$ cat config.mk
export PLATFORM = sky130hd
export DESIGN_NAME = logic_engine_arbiter
export DESIGN_NICKNAME = d
export VERILOG_FILES = /design/src/rtl/logic_engine_pkg.sv /design/src/rtl/logic_arb_rr.sv /design/src/rtl/logic_engine.sv /design/src/rtl/logic_engine_arbiter.sv
export SDC_FILE = /design/constraint.sdc
export NUM_CORES = 1
export LEC_CHECK = 0
export ABC_CLOCK_PERIOD_IN_PS = 8500
export BUFFER_PORTS_ARGS = -buffer_cell sky130_fd_sc_hd__buf_4
export CAP_MARGIN = 30
export CORE_MARGIN = 2
export CORE_UTILIZATION = 55
export DETAILED_ROUTE_END_ITERATION = 7
export PLACE_DENSITY = 0.84
export SLEW_MARGIN = 20
export SYNTH_ARGS = -nofsm -noshare
export SYNTH_HDL_FRONTEND = slang
export SYNTH_SLANG_ARGS = --single-unit
$ cat constraint.sdc
create_clock -name clk -period 8.5 [get_ports clk]
set_input_delay 0.425 -clock clk [delete_from_list [all_inputs] [get_ports clk]]
set_output_delay 0.425 -clock clk [all_outputs]
set_load 0.02 [all_outputs]
$ cat src/rtl/logic_engine_pkg.sv
// Shared definitions for the logic_engine arbiter slice: opcode values and
// the arbiter FSM state encoding.
package logic_engine_pkg;

    localparam logic [1:0] OP_OR   = 2'b00;
    localparam logic [1:0] OP_NAND = 2'b01;
    localparam logic [1:0] OP_NOR  = 2'b10;
    localparam logic [1:0] OP_AND  = 2'b11;

    typedef enum logic [1:0] {
        IDLE = 2'd0,
        EXEC = 2'd1,
        RESP = 2'd2
    } state_t;

endpackage

$ cat src/rtl/logic_arb_rr.sv
// logic_arb_rr: combinational arbiter turning a request vector into a
// one-hot grant plus the winner index.
// Default build: round-robin search starting at ptr, wrapping NUM_REQ-1 -> 0.
// With LOGIC_ARB_FIXED_PRI_EN defined: fixed priority, lowest index wins,
// and ptr is ignored.
module logic_arb_rr #(
    parameter int NUM_REQ = 4,
    parameter int ID_W    = $clog2(NUM_REQ)
) (
    input  logic [NUM_REQ-1:0] req,
    input  logic [ID_W-1:0]    ptr,
    output logic [NUM_REQ-1:0] grant,
    output logic [ID_W-1:0]    grant_id,
    output logic               grant_any
);

`ifndef LOGIC_ARB_FIXED_PRI_EN
    localparam logic [ID_W:0] N_W = (ID_W+1)'(NUM_REQ);
    logic [ID_W:0] sum;
`endif
    logic [ID_W-1:0] idx;

    // Scan candidates in priority order and grant the first active one.
    always_comb begin
        grant     = '0;
        grant_id  = '0;
        grant_any = 1'b0;
        idx       = '0;
`ifndef LOGIC_ARB_FIXED_PRI_EN
        sum       = '0;
`endif
        for (int unsigned i = 0; i < NUM_REQ; i++) begin
`ifdef LOGIC_ARB_FIXED_PRI_EN
            idx = ID_W'(i);
`else
            // ptr + i can exceed NUM_REQ-1 by less than NUM_REQ, so one subtract wraps it
            sum = {1'b0, ptr} + (ID_W+1)'(i);
            if (sum >= N_W) begin
                sum = sum - N_W;
            end
            idx = sum[ID_W-1:0];
`endif
            if (!grant_any && req[idx]) begin
                grant[idx] = 1'b1;
                grant_id   = idx;
                grant_any  = 1'b1;
            end
        end
    end

endmodule

$ cat src/rtl/logic_engine.sv
// logic_engine: 8-bit bitwise OR/NAND/NOR/AND unit, purely combinational.
module logic_engine
    import logic_engine_pkg::*;
(
    input  logic [7:0] A,
    input  logic [7:0] B,
    input  logic [1:0] opcode,
    output logic [7:0] result
);

    // Select the bitwise function named by the opcode.
    always_comb begin
        case (opcode)
            OP_OR:   result = A | B;
            OP_NAND: result = ~(A & B);
            OP_NOR:  result = ~(A | B);
            default: result = A & B;
        endcase
    end

endmodule

$ cat src/rtl/logic_engine_arbiter.sv
// logic_engine_arbiter: shares a single logic_engine between NUM_REQ
// requesters. Arbitrates, latches the winner's operands, runs the engine for
// one cycle and returns the registered result with the winner's ID over a
// valid/ready response port. FSM: IDLE -> EXEC -> RESP -> IDLE.
// Build option LOGIC_ARB_FIXED_PRI_EN: fixed priority (lowest index wins),
// no round-robin pointer. Default build is round-robin.
module logic_engine_arbiter
    import logic_engine_pkg::*;
#(
    parameter int NUM_REQ = 4,
    parameter int DATA_W  = 8,
    parameter int ID_W    = $clog2(NUM_REQ)
) (
    input  logic                      clk,
    input  logic                      rst,
    input  logic [NUM_REQ-1:0]        req_valid,
    output logic [NUM_REQ-1:0]        req_ready,
    input  logic [NUM_REQ*DATA_W-1:0] req_a,
    input  logic [NUM_REQ*DATA_W-1:0] req_b,
    input  logic [NUM_REQ*2-1:0]      req_op,
    output logic                      resp_valid,
    input  logic                      resp_ready,
    output logic [DATA_W-1:0]         resp_data,
    output logic [ID_W-1:0]           resp_id,
    output logic                      busy
);

    state_t state;
    state_t state_next;

    logic [NUM_REQ-1:0] grant;
    logic [ID_W-1:0]    grant_id;
    logic               grant_any;
    logic [ID_W-1:0]    ptr;
    logic               accept;

    logic [DATA_W-1:0]  sel_a;
    logic [DATA_W-1:0]  sel_b;
    logic [1:0]         sel_op;

    logic [DATA_W-1:0]  a_q;
    logic [DATA_W-1:0]  b_q;
    logic [1:0]         op_q;
    logic [ID_W-1:0]    id_q;
    logic [DATA_W-1:0]  eng_result;

    logic_arb_rr #(
        .NUM_REQ (NUM_REQ),
        .ID_W    (ID_W)
    ) u_arb (
        .req       (req_valid),
        .ptr       (ptr),
        .grant     (grant),
        .grant_id  (grant_id),
        .grant_any (grant_any)
    );

    logic_engine u_engine (
        .A      (a_q),
        .B      (b_q),
        .opcode (op_q),
        .result (eng_result)
    );

    assign accept = (state == IDLE) && grant_any;

`ifdef LOGIC_ARB_FIXED_PRI_EN
    assign ptr = '0;
`else
    // Round-robin pointer: after each grant, the winner's successor gets top priority.
    always_ff @(posedge clk or posedge rst) begin
        if (rst) begin
            ptr <= '0;
        end else if (accept) begin
            if (grant_id == ID_W'(NUM_REQ-1)) begin
                ptr <= '0;
            end else begin
                ptr <= grant_id + ID_W'(1);
            end
        end
    end
`endif

    // Pick the winner's operand and opcode slices from the packed buses.
    always_comb begin
        sel_a  = '0;
        sel_b  = '0;
        sel_op = '0;
        for (int unsigned i = 0; i < NUM_REQ; i++) begin
            if (grant[i]) begin
                sel_a  = req_a[i*DATA_W +: DATA_W];
                sel_b  = req_b[i*DATA_W +: DATA_W];
                sel_op = req_op[i*2 +: 2];
            end
        end
    end

    // FSM state register.
    always_ff @(posedge clk or posedge rst) begin
        if (rst) begin
            state <= IDLE;
        end else begin
            state <= state_next;
        end
    end

    // FSM next-state logic.
    always_comb begin
        state_next = state;
        case (state)
            IDLE:    if (grant_any) state_next = EXEC;
            EXEC:    state_next = RESP;
            RESP:    if (resp_valid && resp_ready) state_next = IDLE;
            default: state_next = IDLE;
        endcase
    end

    // FSM outputs: grant only while idle and out of reset; busy while an op is in flight.
    always_comb begin
        req_ready = '0;
        busy      = 1'b0;
        if (state == IDLE && !rst) begin
            req_ready = grant;
        end
        if (state == EXEC || state == RESP) begin
            busy = 1'b1;
        end
    end

    // Latch the winning request's operands on the accept edge.
    always_ff @(posedge clk or posedge rst) begin
        if (rst) begin
            a_q  <= '0;
            b_q  <= '0;
            op_q <= '0;
            id_q <= '0;
        end else if (accept) begin
            a_q  <= sel_a;
            b_q  <= sel_b;
            op_q <= sel_op;
            id_q <= grant_id;
        end
    end

    // Capture the engine result after EXEC and hold it until the consumer takes it.
    always_ff @(posedge clk or posedge rst) begin
        if (rst) begin
            resp_valid <= 1'b0;
            resp_data  <= '0;
            resp_id    <= '0;
        end else if (state == EXEC) begin
            resp_valid <= 1'b1;
            resp_data  <= eng_result;
            resp_id    <= id_q;
        end else if (state == RESP && resp_valid && resp_ready) begin
            resp_valid <= 1'b0;
        end
    end

endmodule

==> results.md, run 1 <==
- Final worst slack: roughly 4.2 ns
- I/O Pins: 95
- Largest area contributor in the netlist: dfrtp_1
- Syn. warnings: 0
- Number of cell rows: 25
- Hold-fix buffers at CTS: 0
- Port Buffer Count: between 90 and 100
- Max_cap viols: 0
- Most frequent cell after synthesis: inv_1
- FFs w/ async S/R, synth: 100.0%
- Tmin final: ~4.3 ns
- Initial antenna violation count: 0
- Commonest cells in the netlist: inv_1 (44), dfrtp_1 (35), and3_1 (26)
- Clock tree buffer depth: 2
- Total negative slack: 0 ns
- Top FF cell, synth: dfrtp_1
- Initial Util: about 58%
- Seq cells post-synth: 35
- Vias: approximately 2,700
- Area Growth Syn to Fin: 28.79%
- Least-Margin Pin Slew: 0.7655 ns
- Critical Path Fanout Max: 20
- Total Power: about 1400 uW
- Postcts setup bufs: 0
- Global-route wire length before repair: approximately 12,000 um
- DRT iter0 DRCs: 201
- Skew-Pair Late Insertion Delay: slightly below 0.3 ns
- CP required: between 8 and 9 ns
- Cell area after synthesis: 2773 um^2
- Pre-CTS setup slack: between 4 and 5 ns
- CP arrival: about 4.4 ns
- DRC Markers: 0
- Proportion of layout cells with a drive suffix above 1: between 20% and 30%
- Worst Reg-to-Reg Cells: 7
- VDD IR max: 0.0002355 V
- Average vias per placed instance: 5.748
- ANT cells: 0
- Fin. max-slew vios: 0
- Die area: roughly 5600 um^2
- Pre-Repair DR Iteration Count: 4
- Area share of the largest cell type after synthesis: approximately a third
- Avg Inst Size Synth: 8.558 um^2
- Die span in x: approximately 75 um
- Worst min path class: primary input to async pin
- Gate Count Post-Synth: around 320
- Setup crit end kind: flip-flop
- Number of fill cells: ~400
- WS Path Type: flip-flop to flip-flop
- Pwr Density: a little under 400 nW/um^2
- Post-cts gate resize count: 0
- Largest net degree at the start of global routing: 43
- Netlist cell types: between 40 and 50
- Mapped Nets: between 400 and 500
- Clock-pin slew of the registers on the worst-case setup and hold paths: about 0.08 ns
- Grt total ovfl: 0
- R2r endpoint: b_q[3]
- Routed Antenna Nets: 0
- Final setup viols: 0
- Crit start category: flip-flop
- CTS tree: built
- Fin util: 74.61%
- Storage cell area: just under 900 um^2
- Clock Skew: roughly 0.0053 ns
- Number of synthesized flops with an enable pin: 0
- Final Hold Fails: 0
- Clock Tree Root: clkbuf_8
- Fmax: 234.7 MHz
- Core Footprint: around 4800 um^2
- FF-to-FF setup slack: between 4 and 5 ns
- Vias in the first global route: about 2,500
- Post-DP HPWL: between 5000 and 6000 um
- Routed len/inst: between 15 and 20 um
- Crit share post-route: about half
- Die height: 75 um
- Unrepaired setup endpoints after global routing: no
- Total wire length: 7359 um
- CTS H-Tree Depth: 2
- Sink Count: 35
- Nets@finish: just under 500
- Total track usage: a little over a quarter
- Gp weighted congestion: ~0.87
- Area of the multi-input gates: between 1500 and 2000 um^2
- TritonCTS buffer count: 5
- Synth area leaders: dfrtp_1 (32%), o32a_1 (6.5%), a221oi_1 (6.0%), inv_1 (6.0%), and3_1 (5.9%)
- Worst slew margin: slightly below 50%
- Pleak: about 0.0018 uW
- Sequential-to-total area share from yosys stat: 31.59%
- Status: finished clean
-- how the worst max path moves through the flow --
| stage | to | slack (ns) |
|---|---|---|
| finish | b_q[3] | 4.24 |
| global route | b_q[3] | 3.99 |
| CTS | b_q[3] | 4.26 |
| detailed placement | b_q[3] | 4.27 |
| global placement | b_q[1] | 4.40 |
| floorplan | req_ready[3] | 4.91 |
-- power by group --
group	switching, uW	total (uW)	internal (uW)
Combinational	498	922	424
Clock	71.1	130	58.7
Sequential	90.0	345	255
Total	659	1400	738
-- logic make-up after synthesis --
kind of cell	Yosys count	share of synthesized area [%]
DFF	35	31.59
AOI/OAI and AO/OA	75	21.84
xor gates and xnor gates	11	3.475
adders and majority gates	10	4.513
buffers and inverters	69	10.33
muxes	8	4.332
and+or+nand+nor	116	23.92
-- final cells by class --
type / count / area share [%]
multi-input cells: 220 / 45.09
flip-flops and latches: 35 / 24.53
repair buffers: 99 / 20.81
inverters: 44 / 4.625
well taps: 67 / 2.348
clock buffers: 5 / 1.927
clock inverters: 3 / 0.6657
-- layer usage --
metal	GRT usage, %	vias to the layer above	part of all wire [%]
met4	7.738	0	1.3
li1	-	1305	-
met2	45.71	93	50
met1	36.02	1312	43
met5	0	-	0
met3	3.748	9	5.1
-- cell usage in the layout (no fill, tap or decap), types with 2 or more instances in the layout --
master      synthesis  routed
o21ai_0             8       8
clkbuf_8            0       5
buf_4               0      99
mux4_2              3       3
nor3_1              8       8
nor4_1              2       2
nor2b_1            21      21
mux2i_1             3       3
and3b_1             2       2
and3_1             26      26
a211oi_1            3       3
ha_1               10      10
o21a_1              2       2
xnor2_1            11      11
a221o_1             2       2
clkinvlp_4          0       2
nor2_1             21      21
a221oi_1           19      19
nor3b_1             2       2
a22o_1              2       2
o211ai_1            2       2
o32a_1             18      18
nand2b_1            3       3
a21oi_1            10      10
mux2_2              2       2
nand3b_1            2       2
dfrtp_1            35      35
inv_1              44      44
nand2_1             8       8
and2_1             19      19
-- sequential cells by signal (all words and copies together), names as in the netlist, named ones only --
register,flops
a_q,8
b_q,8
resp_data,8
id_q,2
op_q,2
resp_id,2
state,2
ptr,1
resp_valid,1
-- through the flow --
| stage | hold WS, ns | area [um^2] | cells |
|---|---|---|---|
| 6_report | 0.2342 | 3571 | 473 |
| 5_1_grt | 0.2828 | 3571 | 473 |
| 4_1_cts | 0.2531 | 3571 | 473 |
| 3_5_place_dp | 0.4662 | 3478 | 465 |
| 3_3_place_gp | 0.4567 | 3478 | 465 |
| 2_1_floorplan | 0.4444 | 2773 | 324 |
-- critical path: stages, from the launching register on --
cell	delay (ns)
dfrtp_1	0.80
inv_1	0.21
ha_1	0.43
mux4_2	0.61
a221o_1	0.40
a22o_1	0.45
or3b_1	0.77
o32a_1	0.46
(Power assumes the default switching activity.)
==> run 2, diff against run 1 <==
Settings changed: ABC_CLOCK_PERIOD_IN_PS 8500 to 4400, CORE_UTILIZATION 55 to 51, PLACE_DENSITY 0.84 to 0.79.
Clock period 8.5 ns to 4.4 ns, I/O delays scaled along.
==> results.md, run 2 (synthesized netlist as in run 1, its figures left out) <==
- Status: finished clean
- Post-DP HPWL: 5291 um (-0.97%)
- Fin util: 69.30% (-5.3 points)
- Clock Skew: 0.009471 ns (+0.004153 ns)
- Clock tree buffer depth: 2 (unchanged)
- Nets@finish: 496 (+0.40%)
- Slowest stage delay, CP: 0.66 ns (-0.14 ns)
- Vias: 2,656 (-2.3%)
- Number of cell rows: 26 (+4.0%)
- Grt total ovfl: 0 (unchanged)
- Top flop regs: a_q x8, b_q x8, resp_data x8
- Total wire length: 7192 um (-2.3%)
- Pwr Density: 750.7 nW/um^2 (+92%)
- Routed len/inst: 15.08 um (-3.1%)
- Unrepaired setup endpoints after global routing: no
- Initial Util: 53.60% (-4.3 points)
- CP delay by family, top: compound AO/OA/AOI/OAI gates
- Worst Reg-to-Reg Cells: 7 (unchanged)
- Setup crit end kind: flip-flop
- Skew-Pair Late Insertion Delay: 0.28 ns (about the same)
- Final worst slack: 0.7341 ns (-3.505 ns)
- Most common cell after layout, fill and taps aside: buf_4
- Initial antenna violation count: 0 (unchanged)
- Core Footprint: 5172 um^2 (+8.1%)
- Crit start category: flip-flop
- I/O Pins: 95 (unchanged)
- VDD IR max: 0.0003761 V (+60%)
- Fin. max-slew vios: 0 (unchanged)
- CP max stage cell: or3b_1
- Least-Margin Pin Slew: 0.6903 ns (-0.07519 ns)
- CTS H-Tree Depth: 2 (unchanged)
- CP required: 4.56 ns (-4.12 ns)
- Area Growth Syn to Fin: 29.29%
- Worst slew margin: 53.98% (+5.0 points)
- Worst path cell trace: inv_1 -> ha_1 -> mux4_2 -> a221o_1 -> a22o_1 -> or3b_1 -> o32a_1
- Tmin final: 3.666 ns (-0.5953 ns)
- Most frequent cells in the layout: buf_4 (101), inv_1 (44), dfrtp_1 (35), and3_1 (26)
- Die span in x: 77.74 um (+3.6%)
- ANT cells: 0 (unchanged)
- CTS tree: built
- Proportion of layout cells with a drive suffix above 1: 28.50% (+0.18 points)
- Worst min path class: primary input to async pin
- Pre-Repair DR Iteration Count: 4 (unchanged)
- Routed Antenna Nets: 0 (unchanged)
- Postcts setup bufs: 0 (unchanged)
- Crit share post-route: 83.32% (+33 points)
- Pleak: 0.001810 uW (+0.90%)
- DRC Markers: 0 (unchanged)
- Vias in the first global route: 2,526 (+1.1%)
- Stages on worst setup path: 7 (unchanged)
- Total negative slack: 0 ns (unchanged)
- Sink Count: 35 (unchanged)
- Largest net degree at the start of global routing: 43 (unchanged)
- DRT iter0 DRCs: 132 (-34%)
- WS Path Type: flip-flop to flip-flop
- Final setup viols: 0 (unchanged)
- Die area: 6043 um^2 (+7.4%)
- Buf/Inv on CP: 1 (unchanged)
- Average vias per placed instance: 5.568 (-3.1%)
- Hold_ws: 0.04492 ns (-0.1893 ns)
- TritonCTS buffer count: 5 (unchanged)
- Hold-fix buffers at CTS: 0 (unchanged)
- CP arrival: 3.83 ns (-0.61 ns)
- Post-cts gate resize count: 0 (unchanged)
- Clock-pin slew of the registers on the worst-case setup and hold paths: 0.07 ns (about the same)
- Fmax: 272.8 MHz (+16%)
- Clock Tree Root: clkbuf_8
- Gp weighted congestion: 0.8392 (-3.6%)
- Total track usage: 24.16% (-2.8 points)
- Die height: 77.74 um (+3.6%)
- Final Hold Fails: 0 (unchanged)
- Max_cap viols: 0 (unchanged)
- Global-route wire length before repair: 11,810 um (+2.3%)
- Port Buffer Count: 94 (unchanged)
- Critical Path Fanout Max: 18 (-10%)
- Pre-CTS setup slack: 0.7646 ns (-3.506 ns)
[run 2: final timing paths]
path / from / to / slack (ns)
max: ptr[1] / b_q[0] / 0.73
min reg2reg: id_q[0] / id_q[0] / 0.48
max reg2reg: ptr[1] / b_q[0] / 0.73
min: rst / resp_data[3] / 0.04
max in group asynchronous: rst / b_q[0] / 4.03
min in group clk: resp_ready / resp_valid / 0.26
[run 2: tightest hold or removal path, cell delays in order]
cell,delay [ns]
buf_4,0.10
inv_1,0.04
buf_4,0.40
[run 2: stage by stage]
step / std cells / area, um^2 / power, uW
2_1_floorplan: 324 / 2773 / 1997
5_1_grt: 477 / 3585 / 2928
3_3_place_gp: 470 / 3497 / 2416
3_5_place_dp: 470 / 3497 / 2462
6_report: 477 / 3585 / 2691
4_1_cts: 477 / 3585 / 2702
[run 2: final cells by class]
class / instances / area [um^2]
Sequential cell: 35 / 875.8
Multi-Input combinational cell: 220 / 1610
Clock inverter: 1 / 5.005
Timing Repair Buffer: 101 / 758.2
Inverter: 44 / 165.2
Tap cell: 70 / 87.58
Clock buffer: 6 / 82.58
Fill cell: 456 / 1588
[run 2: layer usage]
metal	global-route usage (%)	vias to the layer above	part of all wire [%]
met4	6.071	0	1.6
li1	-	1313	-
met5	0	-	0
met3	3.953	9	5.5
met1	33.31	1249	43
met2	39.57	85	50
[run 2: power by group]
part / total (uW) / switching (uW) / internal [uW]
clock: 235 / 113 / 123
sequential: 639 / 144 / 494
combinational: 1820 / 983 / 834
total: 2690 / 1240 / 1450
